===== config.mk =====
export PLATFORM = sky130hd
export DESIGN_NAME = parking_slot_manager
export DESIGN_NICKNAME = d
export VERILOG_FILES = /design/src/rtl/parking_slot_manager.sv
export SDC_FILE = /design/constraint.sdc
export NUM_CORES = 1
export LEC_CHECK = 0
export BUFFER_PORTS_ARGS = -buffer_cell sky130_fd_sc_hd__buf_2
export CORE_MARGIN = 2
export CORE_UTILIZATION = 50
export DETAILED_ROUTE_END_ITERATION = 10
export PLACE_DENSITY = 0.71
export SLEW_MARGIN = 10
export SYNTH_ARGS = -nofsm -noshare
export SYNTH_HDL_FRONTEND = slang
export SYNTH_SLANG_ARGS = --single-unit

===== constraint.sdc =====
create_clock -name clk -period 7.24 [get_ports clk]
set_clock_uncertainty 0.1 [all_clocks]
set_input_delay 0.724 -clock clk [delete_from_list [all_inputs] [get_ports clk]]
set_output_delay 0.724 -clock clk [all_outputs]
set_load 0.005 [all_outputs]

===== src/rtl/parking_slot_manager.sv =====
// Occupancy keeper for an 8-slot lot: owns the free-slot bitmap, commits
// entries and exits on sensor rising edges, and times the two barrier gates.
module parking_slot_manager #(
    parameter int unsigned GATE_CYCLES = 4
) (
    input  logic       clk,
    input  logic       rst,
    input  logic       entry,
    input  logic [2:0] park_number,
    input  logic       exit,
    input  logic [2:0] exit_number,
    output logic [7:0] parking_capacity,
    output logic [3:0] free_count,
    output logic       full,
    output logic       empty,
    output logic       entry_gate,
    output logic       exit_gate,
    output logic       entry_reject,
    output logic       exit_error
);

    typedef enum logic [1:0] {E_IDLE, E_OPEN, E_HOLD} entry_state_t;
    typedef enum logic [1:0] {X_IDLE, X_OPEN, X_HOLD} exit_state_t;

    localparam logic [7:0] GATE_LOAD = 8'(GATE_CYCLES);

    logic [7:0]   cap_q, cap_d;
    logic         entry_prev_q, exit_prev_q;
    entry_state_t e_state_q;
    exit_state_t  x_state_q;
    logic [7:0]   e_cnt_q, x_cnt_q;
    logic         entry_gate_q, exit_gate_q;
    logic         entry_reject_q, exit_error_q;
    logic [3:0]   popcnt;
    logic         entry_edge, exit_edge;
    logic         entry_ok, exit_ok;
    logic         entry_commit, exit_commit;

    always_comb begin
        popcnt = 4'd0;
        for (int i = 0; i < 8; i++) begin
            popcnt = popcnt + {3'b000, cap_q[i]};
        end
    end

    assign entry_edge = entry & ~entry_prev_q;
    assign exit_edge  = exit  & ~exit_prev_q;

    // Legality is judged on the pre-update bitmap, so a same-cycle exit
    // cannot rescue an entry that arrives while the lot is full.
    assign entry_ok     = (popcnt != 4'd0) && cap_q[park_number];
    assign exit_ok      = !cap_q[exit_number];
    assign entry_commit = (e_state_q == E_IDLE) && entry_edge && entry_ok;
    assign exit_commit  = (x_state_q == X_IDLE) && exit_edge  && exit_ok;

    always_comb begin
        cap_d = cap_q;
        if (entry_commit) cap_d[park_number] = 1'b0;
        if (exit_commit)  cap_d[exit_number] = 1'b1;
    end

    always_ff @(posedge clk or posedge rst) begin
        if (rst) begin
            cap_q        <= 8'hFF;
            entry_prev_q <= 1'b0;
            exit_prev_q  <= 1'b0;
        end else begin
            cap_q        <= cap_d;
            entry_prev_q <= entry;
            exit_prev_q  <= exit;
        end
    end

    always_ff @(posedge clk or posedge rst) begin
        if (rst) begin
            e_state_q      <= E_IDLE;
            e_cnt_q        <= 8'd0;
            entry_gate_q   <= 1'b0;
            entry_reject_q <= 1'b0;
        end else begin
            entry_reject_q <= 1'b0;
            case (e_state_q)
                E_IDLE: begin
                    if (entry_edge) begin
                        if (entry_ok) begin
                            e_state_q    <= E_OPEN;
                            e_cnt_q      <= GATE_LOAD;
                            entry_gate_q <= 1'b1;
                        end else begin
                            entry_reject_q <= 1'b1;
                        end
                    end
                end
                E_OPEN: begin
                    if (e_cnt_q <= 8'd1) begin
                        e_state_q    <= E_HOLD;
                        e_cnt_q      <= 8'd0;
                        entry_gate_q <= 1'b0;
                    end else begin
                        e_cnt_q <= e_cnt_q - 8'd1;
                    end
                end
                E_HOLD: begin
                    if (!entry) e_state_q <= E_IDLE;
                end
                default: e_state_q <= E_IDLE;
            endcase
        end
    end

    always_ff @(posedge clk or posedge rst) begin
        if (rst) begin
            x_state_q    <= X_IDLE;
            x_cnt_q      <= 8'd0;
            exit_gate_q  <= 1'b0;
            exit_error_q <= 1'b0;
        end else begin
            exit_error_q <= 1'b0;
            case (x_state_q)
                X_IDLE: begin
                    if (exit_edge) begin
                        if (exit_ok) begin
                            x_state_q   <= X_OPEN;
                            x_cnt_q     <= GATE_LOAD;
                            exit_gate_q <= 1'b1;
                        end else begin
                            exit_error_q <= 1'b1;
                        end
                    end
                end
                X_OPEN: begin
                    if (x_cnt_q <= 8'd1) begin
                        x_state_q   <= X_HOLD;
                        x_cnt_q     <= 8'd0;
                        exit_gate_q <= 1'b0;
                    end else begin
                        x_cnt_q <= x_cnt_q - 8'd1;
                    end
                end
                X_HOLD: begin
                    if (!exit) x_state_q <= X_IDLE;
                end
                default: x_state_q <= X_IDLE;
            endcase
        end
    end

    assign parking_capacity = cap_q;
    assign free_count       = popcnt;
    assign full             = (popcnt == 4'd0);
    assign empty            = (popcnt == 4'd8);
    assign entry_gate       = entry_gate_q;
    assign exit_gate        = exit_gate_q;
    assign entry_reject     = entry_reject_q;
    assign exit_error       = exit_error_q;

endmodule


==> impl_results.md, run 1 <==
* Outcome: finished clean
* HPWL Detailed at 3.252 mm
* Leak at 1.043 nW
* Worst-skew pair later-pin latency at 0.28 ns
* CTS Sinks at 34
* Most frequent cells in the layout: 27 x buf_2, 26 x dfrtp_1, 22 x inv_1, 21 x o21ai_0, 12 x nand2_1
* VDD IR max at 0.3476 mV
* Initial Util at 52.17%
* Finished Cell Area at 0.002356 mm^2
* Netlist cell types at 52
* Final-report setup violation count at 0
* Area leader, netlist: dfrtp_1
* Layout cell share with drive strength beyond 1 at 22.76%
* Sequential power share at 29.2%
* DRT iter0 DRCs at 177
* Yosys warning count at 0
* Multi-input gate area at 0.001116 mm^2
* Setup TNS at 0 ns
* Root buf cell: clkbuf_8
* Seq/Total Area, Yosys at 41.25%
* Post-synth ARST share at 100.0%
* CTS H-Tree Depth at 2
* RSZ-0062 raised after global routing: no
* Clock transition time at the flip-flop clock pins of the worst setup and hold paths at 0.07 ns
* Area post-placement at 0.002265 mm^2
* Synthesized area per cell at 9.707 um^2
* Sw power at 609.9 uW
* GP Congestion at 0.8727
* Final #Nets at 266
* CP Buf/Inv Count at 4
* Cells along the critical path: fa_1, inv_1, fa_1, fa_1, inv_1, ha_1, inv_1, fa_1, xnor2_1, a2111oi_0, buf_2
* Setup slack after layout at 2.543 ns
* Ant diodes at 0
* Critical path's most frequent cell: fa_1
* DRT antenna net count at 0
* Logic pwr share at 59.9%
* P_int at 716.0 uW
* Vias at 1,737
* First-pass GRT wire length at 7.217 mm
* Max Cap Viol at 0
* DRC at 0
* Horiz. Die Dim at 68.61 um
* Die Y at 68.61 um
* Register area at 860.8 um^2
* Crit. End Element: output pin
* Largest stage delay on the critical path at 0.61 ns
* Synth Cell Area at 0.002087 mm^2
* Final Slew Violations at 0
* Initial antenna violation count at 0
* Synth Net Count at 236
* Place WS at 2.775 ns
* GRT Overall Usage at 20.71%
* Net Sw Frac at 46.00%
* Vias per cell at 5.868
* DRT Pass-1 Iters at 4
* Worst setup SP type: register
* Slowest CP cell: a2111oi_0
* Resized Gates After CTS at 0
* Max-slew headroom at 49.71%
* Area growth syn-to-layout at 12.89%
* Placement Rows at 23
* CTS Hold Bufs at 0
* Routed WL at 4.440 mm
* Arr. time, crit path at 3.87 ns
* Number of buffers created by CTS at 5
* Avg WL per Cell at 15.00 um
* Synth top area share at 31.18%
* Worst Path Required at 6.42 ns
* Vias in the first global route at 1,575
* PwrDens at 562.8 mW/mm^2
* CP Class: reg2out
* CTS tree: built
* Fmax at 212.9 MHz
* Core area at 0.004000 mm^2
* Die footprint at 0.004707 mm^2
* Synthesized flop and latch total at 34
* Slew @ Worst Pin at 0.7474 ns
* Commonest non-fill, non-tap cell in the layout: buf_2
* Clock buffer depth at 2
* Clock Power Share at 10.8%
* EDFF count, synth at 0
* Hold Path Class: reg2reg
* Top cells by area, synth: dfrtp_1 31%, dfstp_2 10%, o21ai_0 5.0%
* Largest net degree at the start of global routing at 35
* Hold slack at 0.3943 ns
* Crit path max fanout at 5
* Filler instances at 353
* Total grt overflow at 0
* Crit path time final at 4.697 ns
* Setup Fix Bufs, Post-CTS at 0
* CP delay by family, top: adder cells
* Fin. Hold Viols at 0
* # IOs at 28
* Top_reg_cell synth: dfrtp_1
* PortBufs at 27
* Post-Synthesis Cells at 215
* Period utilisation layout at 64.88%
## logic make-up (layout without fill, tap and decap cells)
| family | Yosys count | after routing | share of synthesized area, % |
|---|---|---|---|
| DFF | 34 | 34 | 41.25 |
| adders and majority gates | 11 | 11 | 8.034 |
| AOI/OAI and AO/OA | 63 | 63 | 21.58 |
| xor gates and xnor gates | 2 | 2 | 0.8395 |
| and+or+nand+nor | 71 | 71 | 19.31 |
| buffers and inverters | 27 | 58 | 5.276 |
| muxes | 7 | 7 | 3.717 |
## tightest hold or removal path, delay by kind of cell (launching register included)
kind	cells	cell delay [ns]
flip-flops	1	0.35
AND/OR/NAND/NOR	2	0.12
## per-layer routing
| metal | track usage, % | vias up | routed length (um) |
|---|---|---|---|
| li1 | - | 848 | - |
| met1 | 27.86 | 852 | 2106 |
| met2 | 33.17 | 30 | 2111 |
| met3 | 3.896 | 7 | 156 |
| met4 | 7.500 | 0 | 65 |
| met5 | 0 | - | 0 |
## area by class of cell
type	count	share of cell area [%]
multi-input cells	154	47.37
flip-flops and latches	34	36.54
repair buffers	28	6.054
clock buffers	7	3.664
inverters	22	3.505
well taps	50	2.655
clock inverters	1	0.2124
## sequential cells by signal (all words and copies together), names as in the netlist
signal,count
e_cnt_q,8
parking_capacity,8
x_cnt_q,8
e_state_q,2
x_state_q,2
entry_gate,1
entry_prev_q,1
entry_reject,1
exit_error,1
exit_gate,1
exit_prev_q,1
## cells in the mapped netlist, drive strengths merged, types with 4 or more instances
master and number:
nand3 6, nor2 10, or3 4, ha 7
nand2 12, fa 4, dfstp 8, a21oi 7
and2 4, a31oi 5, dfrtp 26, o31ai 7
nand2b 5, o21ai 23, nor3 9, inv 22
mux2i 4, o41ai 7, nor2b 5
## through the flow
stage	utilization [%]	total power, mW	cells
after global placement	56.62	1.158	288
final	58.90	1.326	296
after floorplan	-	0.9307	215
after CTS	58.90	1.332	296
after detailed placement	56.62	1.184	288
after global routing	58.90	1.458	296
## power groups by stage
stage / sequential [mW] / clock, mW / combinational (mW)
after floorplan: 0.361 / 0 / 0.570
after global placement: 0.386 / 0 / 0.773
after detailed placement: 0.389 / 0 / 0.795
after CTS: 0.386 / 0.148 / 0.798
after global routing: 0.402 / 0.156 / 0.900
final: 0.388 / 0.144 / 0.795
## worst paths after layout
check                               startpoint                   to  slack [ns]  cells after the start
max                        parking_capacity[1]                 full        2.54                     11
min                                  exit_gate            exit_gate        0.39                      2
max reg2reg                parking_capacity[1]           e_cnt_q[2]        2.74                     13
min reg2reg                          exit_gate            exit_gate        0.39                      2
max in group asynchronous                  rst  parking_capacity[2]        6.30                      3
min in group asynchronous                  rst           x_cnt_q[3]        0.42                      3
Power figures use the tool's default switching activity.
==> run 2: changes to the inputs <==
- clock period: 7.24 -> 4.7 ns (I/O delays scaled with it)
==> run 2 against run 1 <==
First-iteration DRC count decreased by 29%. Critical path depth stayed put. Clock power increased by 39%. Sequential power rose by 52%. Largest cell class unchanged. Die area did not move.
==> impl_results.md, run 2 (synthesis gave the netlist of run 1 again) <==
* Clock transition time at the flip-flop clock pins of the worst setup and hold paths at 0.07 ns (about the same)
* Reg2Reg Launch Point: parking_capacity[1] (unchanged)
* Max-slew headroom at 44.09% (was 49.71%)
* Fmax at 232.2 MHz
* Period utilisation layout at 91.62%
* Die Y at 68.61 um (unchanged)
* R2R setup slack at 0.45 ns (was 2.74 ns)
* Cells along the critical path: fa_1, inv_1, fa_1, fa_1, inv_1, ha_1, inv_1, fa_1, xnor2_1, a2111oi_0, buf_2 (unchanged)
* Slowest CP cell: dfstp_2 (was a2111oi_0)
* Die footprint at 0.004707 mm^2 (unchanged)
* Worst Reg-to-Reg Cells at 14 (was 13)
* Filler instances at 349 (was 353)
* Most frequent cells in the layout: 27 x buf_2, 26 x dfrtp_1, 22 x inv_1, 21 x o21ai_0, 12 x nand2_1 (unchanged)
* # IOs at 28 (unchanged)
* Hold Path Class: in2async (was reg2reg)
* Initial Util at 52.17% (unchanged)
* PwrDens at 866.3 mW/mm^2 (was 562.8 mW/mm^2)
* CP Class: reg2out (unchanged)
* DRC at 0 (unchanged)
* Initial antenna violation count at 0 (unchanged)
* CTS tree: built (unchanged)
* Arr. time, crit path at 3.74 ns (was 3.87 ns)
* GRT Overall Usage at 20.05% (was 20.71%)
* Outcome: finished clean (unchanged)
* Number of buffers created by CTS at 5 (unchanged)
* Setup Fix Bufs, Post-CTS at 0 (unchanged)
* Core area at 0.004000 mm^2 (unchanged)
* Clock buffer depth at 2 (unchanged)
* PortBufs at 27 (unchanged)
* CTS Hold Bufs at 0 (unchanged)
* CTS H-Tree Depth at 2 (unchanged)
* Vias in the first global route at 1,491 (was 1,575)
* Largest stage delay on the critical path at 0.58 ns (was 0.61 ns)
* DRT Pass-1 Iters at 4 (unchanged)
* Critical path's most frequent cell: fa_1 (unchanged)
* GP Congestion at 0.8689 (was 0.8727)
* Setup TNS at 0 ns (unchanged)
* Final-report setup violation count at 0 (unchanged)
* Crit path max fanout at 5 (unchanged)
* Leak at 1.039 nW (was 1.043 nW)
* Finished Cell Area at 0.002352 mm^2 (was 0.002356 mm^2)
* Reg-to-Reg End: e_state_q[0] (was e_cnt_q[2])
* Crit path time final at 4.306 ns
* Resized Gates After CTS at 0 (unchanged)
* Largest net degree at the start of global routing at 35 (unchanged)
* Ant diodes at 0 (unchanged)
* First-pass GRT wire length at 6.989 mm (was 7.217 mm)
* Vias per cell at 5.771 (was 5.868)
* Avg WL per Cell at 14.03 um (was 15.00 um)
* Horiz. Die Dim at 68.61 um (unchanged)
* VDD IR max at 0.5653 mV (was 0.3476 mV)
* Area growth syn-to-layout at 12.71% (was 12.89%)
* Fin. Hold Viols at 0 (unchanged)
* Final #Nets at 267 (was 266)
* DRT iter0 DRCs at 126 (was 177)
* Placement Rows at 23 (unchanged)
* Worst-skew pair later-pin latency at 0.27 ns (was 0.28 ns)
* HPWL Detailed at 3.095 mm (was 3.252 mm)
* Commonest non-fill, non-tap cell in the layout: buf_2 (unchanged)
* Vias at 1,714 (was 1,737)
* Final Slew Violations at 0 (unchanged)
* Area post-placement at 0.002272 mm^2 (was 0.002265 mm^2)
* Crit. End Element: output pin (unchanged)
* Worst Path Required at 4.13 ns (was 6.42 ns)
* Root buf cell: clkbuf_8 (unchanged)
* Layout cell share with drive strength beyond 1 at 22.27% (was 22.76%)
* Max Cap Viol at 0 (unchanged)
* Slew @ Worst Pin at 0.8310 ns (was 0.7474 ns)
* Total grt overflow at 0 (unchanged)
* Routed WL at 4.167 mm (was 4.440 mm)
* Worst setup SP type: register (unchanged)
* DRT antenna net count at 0 (unchanged)
* CTS Sinks at 34 (unchanged)
* RSZ-0062 raised after global routing: no (unchanged)
[run 2: cell types whose count changed in the layout (fill, tap and decap cells not counted)]
cell and change:
clkbuf_1 +2, buf_4 +1, clkbuf_8 -1, clkinv_2 -1
[run 2: layer usage]
metal	share of wire, %	track usage [%]
met1	51	27.94
met4	0.65	6.500
met2	46	30.05
met3	1.7	5.519
met5	0	0
[run 2: how the worst max path moves through the flow]
stage | from | to | cells past startpoint
after floorplan | parking_capacity[1] | entry_gate | 14
after global placement | parking_capacity[1] | e_state_q[0] | 14
after CTS | parking_capacity[1] | full | 11
final | parking_capacity[1] | full | 11
after global routing | parking_capacity[1] | e_state_q[0] | 14
after detailed placement | parking_capacity[1] | e_state_q[0] | 14
[run 2: layout make-up]
type                       instances  area [um^2]  share of cell area (%)
timing repair buffer              29        150.1                   6.383
tap                               50        62.56                   2.660
clock buffer                       8        80.08                   3.404
inverter                          22        82.58                   3.511
multi-input combinational        154         1116                   47.45
sequential                        34        860.8                   36.60
[run 2: per-stage QoR]
stage               hold WS (ns)  setup WS (ns)  util, %  std cells  power [mW]
floorplan                 0.3676         0.7368        -        215       1.434
global placement          0.3670         0.5965    56.80        289       1.810
global route              0.2150         0.1368    58.81        297       2.259
detailed placement        0.3855         0.4483    56.80        289       1.843
finish                    0.1711         0.3938    58.81        297       2.038
CTS                       0.1753         0.3793    58.81        297       2.053
[run 2: power breakdown]
group	internal [mW]	total, mW	switching [mW]
Sequential	0.440	0.591	0.150
Clock	0.105	0.200	0.0946
Combinational	0.573	1.25	0.675
[run 2: critical path, delay by kind of cell (launching register included)]
family	cells	cell delay, ns
fa+ha+maj	5	1.81
buf+inv	4	0.40
flops	1	0.58
xor+xnor	1	0.16
compound gates	1	0.51
